`src/rtl/usermem_arbiter.sv`:
```
// usermem_arbiter: shares the single-port synchronous user memory between the
// CPU control unit (absolute priority, never stalled) and one external
// requester (valid/ready request channel, one-cycle read-return pulse).
//
// Ports:
//   clk, reset                 clock, synchronous active-high reset
//   cpu_req/we/addr/wdata      CPU access, owns the memory whenever cpu_req=1
//   cpu_rdata                  CPU read data (straight from mem_rdata)
//   ext_valid/ready/we/addr/wdata  external request channel
//   ext_rvalid/ext_rdata       external read return (registered, 1-cycle pulse)
//   starve                     external request blocked >= STARVE_LIMIT cycles
//   mem_addr/we/wdata/rdata    memory macro port (rdata one cycle after addr)
module usermem_arbiter #(
  parameter int AW           = 8,
  parameter int DW           = 8,
  parameter int STARVE_LIMIT = 15
) (
  input  logic          clk,
  input  logic          reset,
  input  logic          cpu_req,
  input  logic          cpu_we,
  input  logic [AW-1:0] cpu_addr,
  input  logic [DW-1:0] cpu_wdata,
  output logic [DW-1:0] cpu_rdata,
  input  logic          ext_valid,
  output logic          ext_ready,
  input  logic          ext_we,
  input  logic [AW-1:0] ext_addr,
  input  logic [DW-1:0] ext_wdata,
  output logic          ext_rvalid,
  output logic [DW-1:0] ext_rdata,
  output logic          starve,
  output logic [AW-1:0] mem_addr,
  output logic          mem_we,
  output logic [DW-1:0] mem_wdata,
  input  logic [DW-1:0] mem_rdata
);

  typedef enum logic [1:0] {IDLE, PEND, RDWAIT} state_t;

  localparam logic [7:0] LIMIT = 8'(STARVE_LIMIT);

  state_t          state_q, state_d;
  logic            buf_we_q, buf_we_d;
  logic [AW-1:0]   buf_addr_q, buf_addr_d;
  logic [DW-1:0]   buf_wdata_q, buf_wdata_d;
  logic [7:0]      wait_q, wait_d;
  logic [DW-1:0]   ext_rdata_q, ext_rdata_d;
  logic            ext_rvalid_q, ext_rvalid_d;
  logic            starve_q, starve_d;

  always_ff @(posedge clk) begin
    if (reset) begin
      state_q      <= IDLE;
      buf_we_q     <= 1'b0;
      buf_addr_q   <= '0;
      buf_wdata_q  <= '0;
      wait_q       <= '0;
      ext_rdata_q  <= '0;
      ext_rvalid_q <= 1'b0;
      starve_q     <= 1'b0;
    end else begin
      state_q      <= state_d;
      buf_we_q     <= buf_we_d;
      buf_addr_q   <= buf_addr_d;
      buf_wdata_q  <= buf_wdata_d;
      wait_q       <= wait_d;
      ext_rdata_q  <= ext_rdata_d;
      ext_rvalid_q <= ext_rvalid_d;
      starve_q     <= starve_d;
    end
  end

  always_comb begin
    state_d      = state_q;
    buf_we_d     = buf_we_q;
    buf_addr_d   = buf_addr_q;
    buf_wdata_d  = buf_wdata_q;
    wait_d       = wait_q;
    ext_rdata_d  = ext_rdata_q;
    ext_rvalid_d = 1'b0;
    starve_d     = starve_q;
    case (state_q)
      IDLE: begin
        wait_d   = '0;
        starve_d = 1'b0;
        // ext_ready is 1 whenever we are in IDLE out of reset
        if (ext_valid) begin
          buf_we_d    = ext_we;
          buf_addr_d  = ext_addr;
          buf_wdata_d = ext_wdata;
          state_d     = PEND;
        end
      end
      PEND: begin
        if (cpu_req) begin
          wait_d   = (wait_q == 8'hFF) ? wait_q : wait_q + 8'd1;
          // sticky until the buffered access finally issues
          starve_d = starve_q | (wait_d >= LIMIT);
        end else begin
          state_d  = buf_we_q ? IDLE : RDWAIT;
          wait_d   = '0;
          starve_d = 1'b0;
        end
      end
      RDWAIT: begin
        // mem_rdata reflects the address issued last cycle, so a CPU access
        // now cannot disturb the captured value
        ext_rdata_d  = mem_rdata;
        ext_rvalid_d = 1'b1;
        state_d      = IDLE;
      end
      default: state_d = IDLE;
    endcase
  end

  always_comb begin
    mem_addr  = '0;
    mem_we    = 1'b0;
    mem_wdata = '0;
    if (cpu_req) begin
      mem_addr  = cpu_addr;
      mem_we    = cpu_we;
      mem_wdata = cpu_wdata;
    end else if (state_q == PEND) begin
      mem_addr  = buf_addr_q;
      mem_we    = buf_we_q;
      mem_wdata = buf_wdata_q;
    end
    // no writes reach the macro while reset is held
    if (reset) mem_we = 1'b0;
  end

  assign ext_ready  = (state_q == IDLE) && !reset;
  assign cpu_rdata  = mem_rdata;
  assign ext_rdata  = ext_rdata_q;
  assign ext_rvalid = ext_rvalid_q;
  assign starve     = starve_q;

endmodule

```
`config.mk`:
```
export PLATFORM = sky130hd
export DESIGN_NAME = usermem_arbiter
export DESIGN_NICKNAME = d
export VERILOG_FILES = /design/src/rtl/usermem_arbiter.sv
export SDC_FILE = /design/constraint.sdc
export NUM_CORES = 1
export LEC_CHECK = 0
export ABC_CLOCK_PERIOD_IN_PS = 6300
export CAP_MARGIN = 20
export CORE_ASPECT_RATIO = 1.5
export CORE_MARGIN = 2
export CORE_UTILIZATION = 46
export CTS_BUF_LIST = sky130_fd_sc_hd__clkbuf_8
export DETAILED_ROUTE_END_ITERATION = 7
export PLACE_DENSITY = 0.88
export REMOVE_ABC_BUFFERS = 1
export SYNTH_ARGS = -nofsm -noshare
export SYNTH_HDL_FRONTEND = slang
export SYNTH_SLANG_ARGS = --single-unit
```
`constraint.sdc`:
```
create_clock -name clk -period 6.3 [get_ports clk]
set_clock_uncertainty 0.15 [all_clocks]
set_input_delay 1.89 -clock clk [delete_from_list [all_inputs] [get_ports clk]]
set_output_delay 1.89 -clock clk [all_outputs]
set_load 0.01 [all_outputs]
```
======== Word level (Yosys, flattened, before mapping) ========
Cells that the tools add are included.
storage, ports and cells
  register bits after elaboration ......... 37
  input bits .............................. 46
  output and inout bits ................... 36
cells by class
  $add $sub $neg .......................... 1
  $lt $le $gt $ge ......................... 1
  equal/unequal tests ..................... 5
  multiplexer cells ....................... 17
  bitwise gates (word level) .............. 1
  reductions and logical operators ........ 6
operators by type and width
  kind                                                                number
  2-to-1 mux 8 bit                                                    6
  case mux 8 bit (2 select lines)                                     1
  adder 8 x 1 -> 8 bit (second input constant)                        1
  equality test 8 bit (second input constant)                         1
  greater-or-equal comparator 8 x 4 -> 1 bit (second input constant)  1
  2-to-1 mux 2 bit                                                    3
  2-to-1 mux 1 bit                                                    5
  inequality test 2 bit (second input constant)                       2
  case mux 2 bit (2 select lines)                                     1
  AND reduction 2 bit                                                 2
  equality test 2 x 1 -> 1 bit (second input constant)                1
  equality test 2 bit (second input constant)                         1
  zero test 2 bit                                                     1
  case mux 1 bit (2 select lines)                                     1
  nonzero test 2 bit                                                  1
  logical AND 1 bit                                                   1
  zero test 1 bit                                                     1
  OR 1 bit                                                            1

======== Logic depth before layout (Yosys ltp) ========
Gate-level depths: netlist of the first run.
  word-level depth ........................ 6
  mapped depth ............................ 7
  gate-level depth less buffers ........... 6

======== Worst setup path after synthesis of the first run ========
OpenSTA, ideal clock, no wires.
  path kind ............................... in2out
  start ................................... input port cpu_req
  end ..................................... output port mem_addr[0]
  data arrival time ....................... 2.927 ns
  required time ........................... 4.260 ns
  setup slack ............................. 1.333 ns
  stages .................................. 4
  path through ............................ buf_2 nor3b_2 clkbuf_1 a22o_1
on the way
  longest elaborated chain between the ends .. 1
RTL lines
  item                line  source
  start: declaration  20    input logic cpu_req,
  2-to-1 mux 8 bit    121   if (cpu_req) begin
  end: declaration    33    output logic [AW-1:0] mem_addr,
Every way passes these cells.

======== Worst setup path in the final report of the first run ========
  start ................................... input port cpu_req
  end ..................................... output port mem_we
on the way
  longest elaborated chain between the ends .. 2
RTL lines
  item              line  source
  2-to-1 mux 1 bit  121
  2-to-1 mux 1 bit  131   if (reset) mem_we = 1'b0;
  end: declaration  34    output logic mem_we,
Every way passes these cells.

==> summary by stage, run 1 <==
Outcome
The run finished with clean final reports.

Timing
The post-route clock period utilization is 91.1%. The max-slew violation total from the final report is 0. On the final layout, the worst hold slack is 0.311 ns.

The top achievable clock speed is 0.174 GHz. The count of endpoints failing hold in the final timing report is 0. The number of setup violations in the final report is 0.

Setup repair after global routing left no endpoint under its margin. In the final timing run, aggregate negative setup slack is 0 ns. For the pin with the worst max-slew slack, the measured transition is 1.06 ns. The final critical path time including I/O delays and setup is 5.74 ns. Measured against its own limit, the worst slew margin works out to 28.9%.

Place
During placement, the flow inserted port buffers numbering 81. The number of cells after detailed placement is 324. The cell area after placement is 0.00252 mm². Once detailed placement completed, the half-perimeter wirelength came to 3630 µm.

The global placement routability congestion is 0.743.

Logic synthesis
The number of synthesized flops with an enable pin is 0. Sorting the synthesized cells by how often they occur yields sky130_fd_sc_hd__nand2_1 (57), sky130_fd_sc_hd__dfxtp_1 (37), sky130_fd_sc_hd__a21oi_1 (36). The commonest register cell after synthesis is sky130_fd_sc_hd__dfxtp_1.

In this run the biggest area consumer among cell types represents 41.9% of the synthesized area. Of all cell types, the one taking the most synthesized area is sky130_fd_sc_hd__dfxtp_1. Averaged over all synthesized cells, the footprint is 7.96 µm².

The count of cell types in the netlist is 36. Counting flops with an async set or reset pin after synthesis yields a share of 0%. The fraction of the yosys area taken by sequential cells is 41.9%. The synthesized area is 0.00177 mm².

Counting every instance in the synthesized netlist gives 222. Ranked by total cell area, the synthesized netlist is headed by sky130_fd_sc_hd__dfxtp_1 (42%), sky130_fd_sc_hd__nand2_1 (12%), sky130_fd_sc_hd__a21oi_1 (10%). Synthesis inferred 37 register bits. The count of synthesis-stage warnings from yosys is 0. Among all cell types in the netlist, the one instantiated most often is sky130_fd_sc_hd__nand2_1.

Floorplan
The total I/O pin count is 82. In this run the vertical extent of the chip is 79.9 µm. The core outline area is 0.00368 mm². The die area is 0.00436 mm². The floorplan has 27 rows. The initial core utilization is 48.0%. The die extent in x is 54.6 µm.

Detailed routing
The via count is 1911. After the first detailed-routing iteration, the DRC count stood at 54. The remaining antenna violation count after routing is 0. The via-per-instance ratio is 5.76. In the routed design, unresolved DRC markers number 0. The total iterations of the first detailed-routing run is 4.

The final routed wire length divided by cell count is 15.1 µm. The wire length reported by the detailed router is 5010 µm.

Clocking
The cell sitting at the root of the clock tree is a sky130_fd_sc_hd__clkbuf_8. The maximum number of buffers from clock root to sink is 2. The number of levels in the clock H-tree is 2.

After clock tree synthesis, the clock-pin slew on the worst setup and hold paths is 0.08 ns. The number of clock buffers added by TritonCTS is 5. CTS saw 37 sinks. After clock tree synthesis, the repair step resized 0 gates. The post-CTS repair timing setup buffer count is 0. TritonCTS built the clock tree.

Hold repair after CTS inserted 0 buffers. The latest clock arrival within the worst-skew pair is 0.30 ns.

Cells and area
The count of placed standard cells in the final layout, fillers left out is 332. In the final layout, the share of cells above drive strength 1 is 5.88%. The area overhead of the layout relative to synthesis is 50.2%. Once layout is done, the placed cells without fillers occupy 0.00265 mm². For this run, the post-layout net count is 335. The total inserted antenna cells is 0.

Global route
The via count of the first global-routing pass was 1837. The number of antenna violations at the first check in global routing is 0. The total overflow left after global routing is 0. The wire length of the first global-routing pass is 8290 µm. The global-route usage over all layers is 25.6%. The maximum number of pins on one net before global-route repair is 28.

Worst setup path
The required time at the worst-slack endpoint is 4.26 ns. Of all nets on the critical path, the largest fanout is 12. The kind of end point of the critical path is an output port. The setup path with the least slack is of type in2out. For the worst setup path, the data arrival time is 3.70 ns.

Measured in cells, the most critical reg-to-reg path has a length of 4. The worst setup path is launched from an input port.

Hold path
The worst hold path passes through 2 cells. The tightest min-delay check is of the reg2reg type.

Power and ir drop
The analysis attributes to cell leakage a power of 0.974 nW. The largest voltage drop on the vdd net is 0.176 mV. The internal cell power is 0.000458 W. The combinational group share of total power is 16.0%. Power spread over the standard cell area amounts to 225 mW/mm². The sequential group share of total power is 41.9%.

The net switching power is 0.000139 W. Of the total power, the share spent switching nets is 23.2%. The clock network is responsible for 42.2% of the overall power.

Run
The tool flagged a number of max-cap violations equal to 0.
## cell type report
type / instances / area (µm²)
flip-flops and latches: 37 / 741
inverters: 1 / 3.75
clock buffers: 5 / 68.8
well taps: 43 / 53.8
clock inverters: 3 / 68.8
repair buffers: 84 / 833
multi-input cells: 159 / 885
fillers: 277 / 1030
## power groups by stage
stage / clock network [W] / logic, W / registers, W
after floorplan: 0 / 0.0000309 / 0.000253
after global placement: 0 / 0.0000931 / 0.000255
after detailed placement: 0 / 0.0000953 / 0.000255
after CTS: 0.000256 / 0.0000958 / 0.000250
after global routing: 0.000268 / 0.000104 / 0.000251
final: 0.000252 / 0.0000952 / 0.000250
## layout by cell type, fill, tap and decap left out, drive strengths merged
master	instances
a211o	1
a21oi	36
a22o	16
a22oi	1
a31oi	3
a32oi	1
a41oi	3
and2	2
and3	1
and4	2
buf	3
bufinv	2
clkbuf	5
clkdlybuf4s50	81
dfxtp	37
ha	1
inv	2
mux2	1
nand2	57
nand2b	2
nand3	4
nand3b	1
nand4b	1
nor2	9
nor2b	1
nor3	6
nor3b	3
nor4	1
o211ai	2
o21bai	1
or4	1
xor2	2
## per-stage QoR
stage	utilization, %	worst slack (ns)	power (W)
2_1_floorplan	-	1.44	0.000284
3_3_place_gp	68.3	0.591	0.000348
3_5_place_dp	68.3	0.563	0.000350
4_1_cts	72.1	0.555	0.000601
5_1_grt	72.1	0.469	0.000622
6_report	72.1	0.561	0.000597
## worst max-delay path, stage by stage
cell and delay, ns:
sky130_fd_sc_hd__clkdlybuf4s50_1 0.43, sky130_fd_sc_hd__nor3b_2 0.38, sky130_fd_sc_hd__buf_4 0.26, sky130_fd_sc_hd__a22oi_1 0.08, sky130_fd_sc_hd__nor2_1 0.10, sky130_fd_sc_hd__clkdlybuf4s50_1 0.55
## path summary, 6_finish.rpt
check	slack (ns)	start	to
max	0.56	cpu_req	mem_we
min	0.31	buf_wdata_q[5]$_SDFFE_PP0P_	buf_wdata_q[5]$_SDFFE_PP0P_
max reg2reg	4.09	state_q[1]$_SDFFE_PP0P_	starve$_SDFFE_PP0P_
min reg2reg	0.31	buf_wdata_q[5]$_SDFFE_PP0P_	buf_wdata_q[5]$_SDFFE_PP0P_
## layer usage
layer / part of all wire (%) / global-route usage (%)
met1: 38 / 30.5
met2: 53 / 42.0
met3: 6.1 / 6.74
met4: 2.5 / 9.75
met5: 0 / 0
## kinds of logic (layout without fill, tap and decap cells)
kind of cell	after synthesis	count (layout)	share of synthesized area (%)
and+or+nand+nor	91	91	23.8
AOI/OAI and AO/OA	64	64	23.7
DFF	37	37	41.9
buffers and inverters	26	93	8.00
xor gates and xnor gates	2	2	0.992
adders and majority gates	1	1	0.708
muxes	1	1	0.850
## flip-flops by register name (all words and copies together), names as in the netlist
register and count:
buf_addr_q 8, buf_wdata_q 8, ext_rdata 8, wait_q 8, state_q 2, buf_we_q 1, ext_rvalid 1, starve 1
Power figures use the tool's default switching activity.
==> run 2: changes to the inputs <==
Settings changed: GPL_TIMING_DRIVEN from default to 0.
==> run 2 against run 1 <==
Die area unchanged; sequential share of layout area grew 0.41 points; critical path depth fell by 2; core utilization down 1.1 points; sequential power about the same; count of clock-buffer cells in the layout unchanged; clock power down 39%; cell count down 0.90%; critical path type unchanged; largest cell class unchanged.
==> summary by stage, run 2 (synthesis results as in run 1) <==
Timing
The setup total negative slack was 0 ns (unchanged). The top achievable clock speed is 0.173 GHz (-0.79%). The post-route clock period utilization was 91.8% (+0.72 points).

The slew at the pin closest to its max-slew limit came to 0.980 ns (-0.0822 ns). The max-slew violation total from the final report is 0 (unchanged). The worst max-slew margin expressed relative to the limit is 34.4% (+5.5 points). Setup repair after global routing left no endpoint under its margin. The number of setup violations in the final report came to 0 (unchanged).

The count of endpoints failing hold in the final timing report is 0 (unchanged). The final critical path time including I/O delays and setup was 5.78 ns (+0.0457 ns).

Floorplan
The core outline area is 0.00368 mm² (unchanged). The die extent in x is 54.6 µm (unchanged). The number of core rows is 27 (unchanged). The die height is 79.9 µm (unchanged). The die area was 0.00436 mm² (unchanged).

The total I/O pin count is 82 (unchanged). The initial core utilization is 48.0% (unchanged).

Worst setup path
The worst register-to-register path begins at state_q[1]$_SDFFE_PP0P_. The cell at the slowest stage of the critical path is sky130_fd_sc_hd__clkdlybuf4s50_1. The delay of the slowest critical-path stage is 0.78 ns (+0.23 ns). The worst setup path is captured at an output port. The required time at the worst-slack endpoint is 4.26 ns (about the same). The startpoint-to-endpoint class of the critical path is in2out. The arrival time at the worst endpoint is 3.74 ns (+0.04 ns).

The startpoint kind of the worst setup timing path is an input port. The maximum fanout along the worst path is 23 (+11). The cell repeated most along the worst path is sky130_fd_sc_hd__clkdlybuf4s50_1. Traced cell by cell, the critical path runs through clkdlybuf4s50_1 > buf_16 > nor3_1 > clkdlybuf4s50_1. Tracing the worst setup path back leads to its startpoint at reset.

Global route
The via count of the first global-routing pass is 1770 (-3.6%). The total global routing overflow is 0 (unchanged). The number of antenna violations at the first check in global routing is 0 (unchanged). The wire length of the first global-routing pass came to 7580 µm (-8.6%). The maximum number of pins on one net before global-route repair was 24 (-14%). The global-route usage over all layers is 23.3% (-2.3 points).

Place
The number of port buffers is 81 (unchanged). The cell area after placement is 0.00253 mm² (+0.65%). The HPWL after detailed placement is 3360 µm (-7.2%). The global placement routability congestion is 0.788 (+6.1%).

Detailed routing
The via-per-instance ratio is 5.52 (-4.1%). The DRC violation count after routing came to 0 (unchanged). The final routed wire length divided by cell count is 14.1 µm (-6.3%).

The total iterations of the first detailed-routing run is 4 (unchanged). The via count is 1816 (-5.0%). The wire length reported by the detailed router is 4660 µm (-7.1%). The remaining antenna violation count after routing is 0 (unchanged). The detailed router's first-iteration violation count is 33 (-39%).

Clocking
The latest clock arrival within the worst-skew pair came to 0.29 ns (about the same). The post-CTS repair timing setup buffer count was 0 (unchanged). The CTS clock-pin slew for the worst setup and hold paths came to 0.07 ns (about the same). The total clock sinks is 37 (unchanged). The tree is rooted in a sky130_fd_sc_hd__clkbuf_8. The number of levels in the clock H-tree is 2 (unchanged). The maximum number of buffers from clock root to sink is 2 (unchanged).

The number of clock buffers inserted by TritonCTS was 5 (unchanged). TritonCTS built the clock tree.

Power and ir drop
The largest voltage drop on the vdd net came to 0.217 mV (+24%). The total power is 0.000500 W (-16%). The power per unit of standard cell area is 191 mW/mm² (-15%). The leakage power is 0.958 nW (-1.6%).

Cells and area
The net count reported at finish is 334 (-0.30%). The final non-filler cell area is 0.00262 mm² (-1.5%). The share of layout cells above drive strength 1 was 4.90% (-0.99 points). The most frequent standard cell in the layout excluding fill and tap cells is sky130_fd_sc_hd__clkdlybuf4s50_1. The total inserted antenna cells is 0 (unchanged). The fill cell instance count of the final layout is 288 (+4.0%). The area overhead of the layout relative to synthesis is 48.0%.

The top cell types in the final layout, fill and taps aside, are sky130_fd_sc_hd__clkdlybuf4s50_1 (80), sky130_fd_sc_hd__nand2_1 (57), sky130_fd_sc_hd__dfxtp_1 (37).

Hold path
The worst hold path begins at ext_rdata[7]$_SDFFE_PP0P_. The min-delay analysis places its worst path in the category reg2reg.

Outcome
The flow ran to the end, and the final reports show no timing, DRC or antenna violations.

Run
The number of max-capacitance violations reported is 0 (unchanged).
## run 2: changes by cell type in the layout (fill, tap and decap cells not counted)
cell	change
sky130_fd_sc_hd__buf_16	+1
sky130_fd_sc_hd__nor3b_4	+1
sky130_fd_sc_hd__buf_6	+1
sky130_fd_sc_hd__buf_4	-3
sky130_fd_sc_hd__nor3b_2	-1
sky130_fd_sc_hd__clkdlybuf4s50_1	-1
sky130_fd_sc_hd__bufinv_16	-2
sky130_fd_sc_hd__dlymetal6s2s_1	+1
sky130_fd_sc_hd__clkinv_2	+1
sky130_fd_sc_hd__inv_6	-1
## run 2: critical path, delay by kind of cell
kind                   cells  cell delay [ns]
and+or+nand+nor            1             0.15
buffers and inverters      3             1.70
## run 2: layout make-up
cell class | instances | area, µm² | area share, %
Clock buffer | 5 | 68.8 | 2.63
Inverter | 1 | 3.75 | 0.144
Timing Repair Buffer | 83 | 852 | 32.6
Sequential cell | 37 | 741 | 28.3
Clock inverter | 1 | 5.00 | 0.191
Multi-Input combinational cell | 159 | 891 | 34.1
Tap cell | 43 | 53.8 | 2.06
## run 2: path summary, 6_finish.rpt
path | slack, ns | cells after the start | end
worst max-delay path | 0.52 | 4 | ext_ready
worst min-delay path | 0.31 | 2 | ext_rdata[7]$_SDFFE_PP0P_
worst max register to register | 4.21 | 4 | starve$_SDFFE_PP0P_
worst min register to register | 0.31 | 2 | ext_rdata[7]$_SDFFE_PP0P_
## run 2: through the flow
step	setup WS (ns)	hold slack [ns]	util, %	cells
2_1_floorplan	1.44	0.267	-	197
3_3_place_gp	-0.454	0.291	67.7	321
5_1_grt	0.403	0.328	71.0	329
3_5_place_dp	-0.0355	0.297	68.8	323
6_report	0.515	0.307	71.0	329
4_1_cts	0.0323	0.306	70.9	329
## run 2: metal layers
metal | up-vias | share of wire [%] | track usage, %
met5 | - | 0 | 0
met4 | 0 | 2.3 | 9.75
met3 | 10 | 7.8 | 9.18
met2 | 63 | 52 | 38.2
met1 | 841 | 37 | 25.6
li1 | 902 | - | -
## run 2: where the power goes
part / total (W) / switching, W / internal, W / leakage (nW)
Sequential: 0.000249 / 0.00000626 / 0.000243 / 0.301
Combinational: 0.0000971 / 0.0000394 / 0.0000577 / 0.616
Clock: 0.000154 / 0.0000809 / 0.0000727 / 0.0399
Total: 0.000500 / 0.000127 / 0.000373 / 0.958
## run 2: repair_timing
item,4_1_cts,5_1_grt
hold buffers,0,0
resized for setup,1,1
endpoints found under the setup margin,1,1
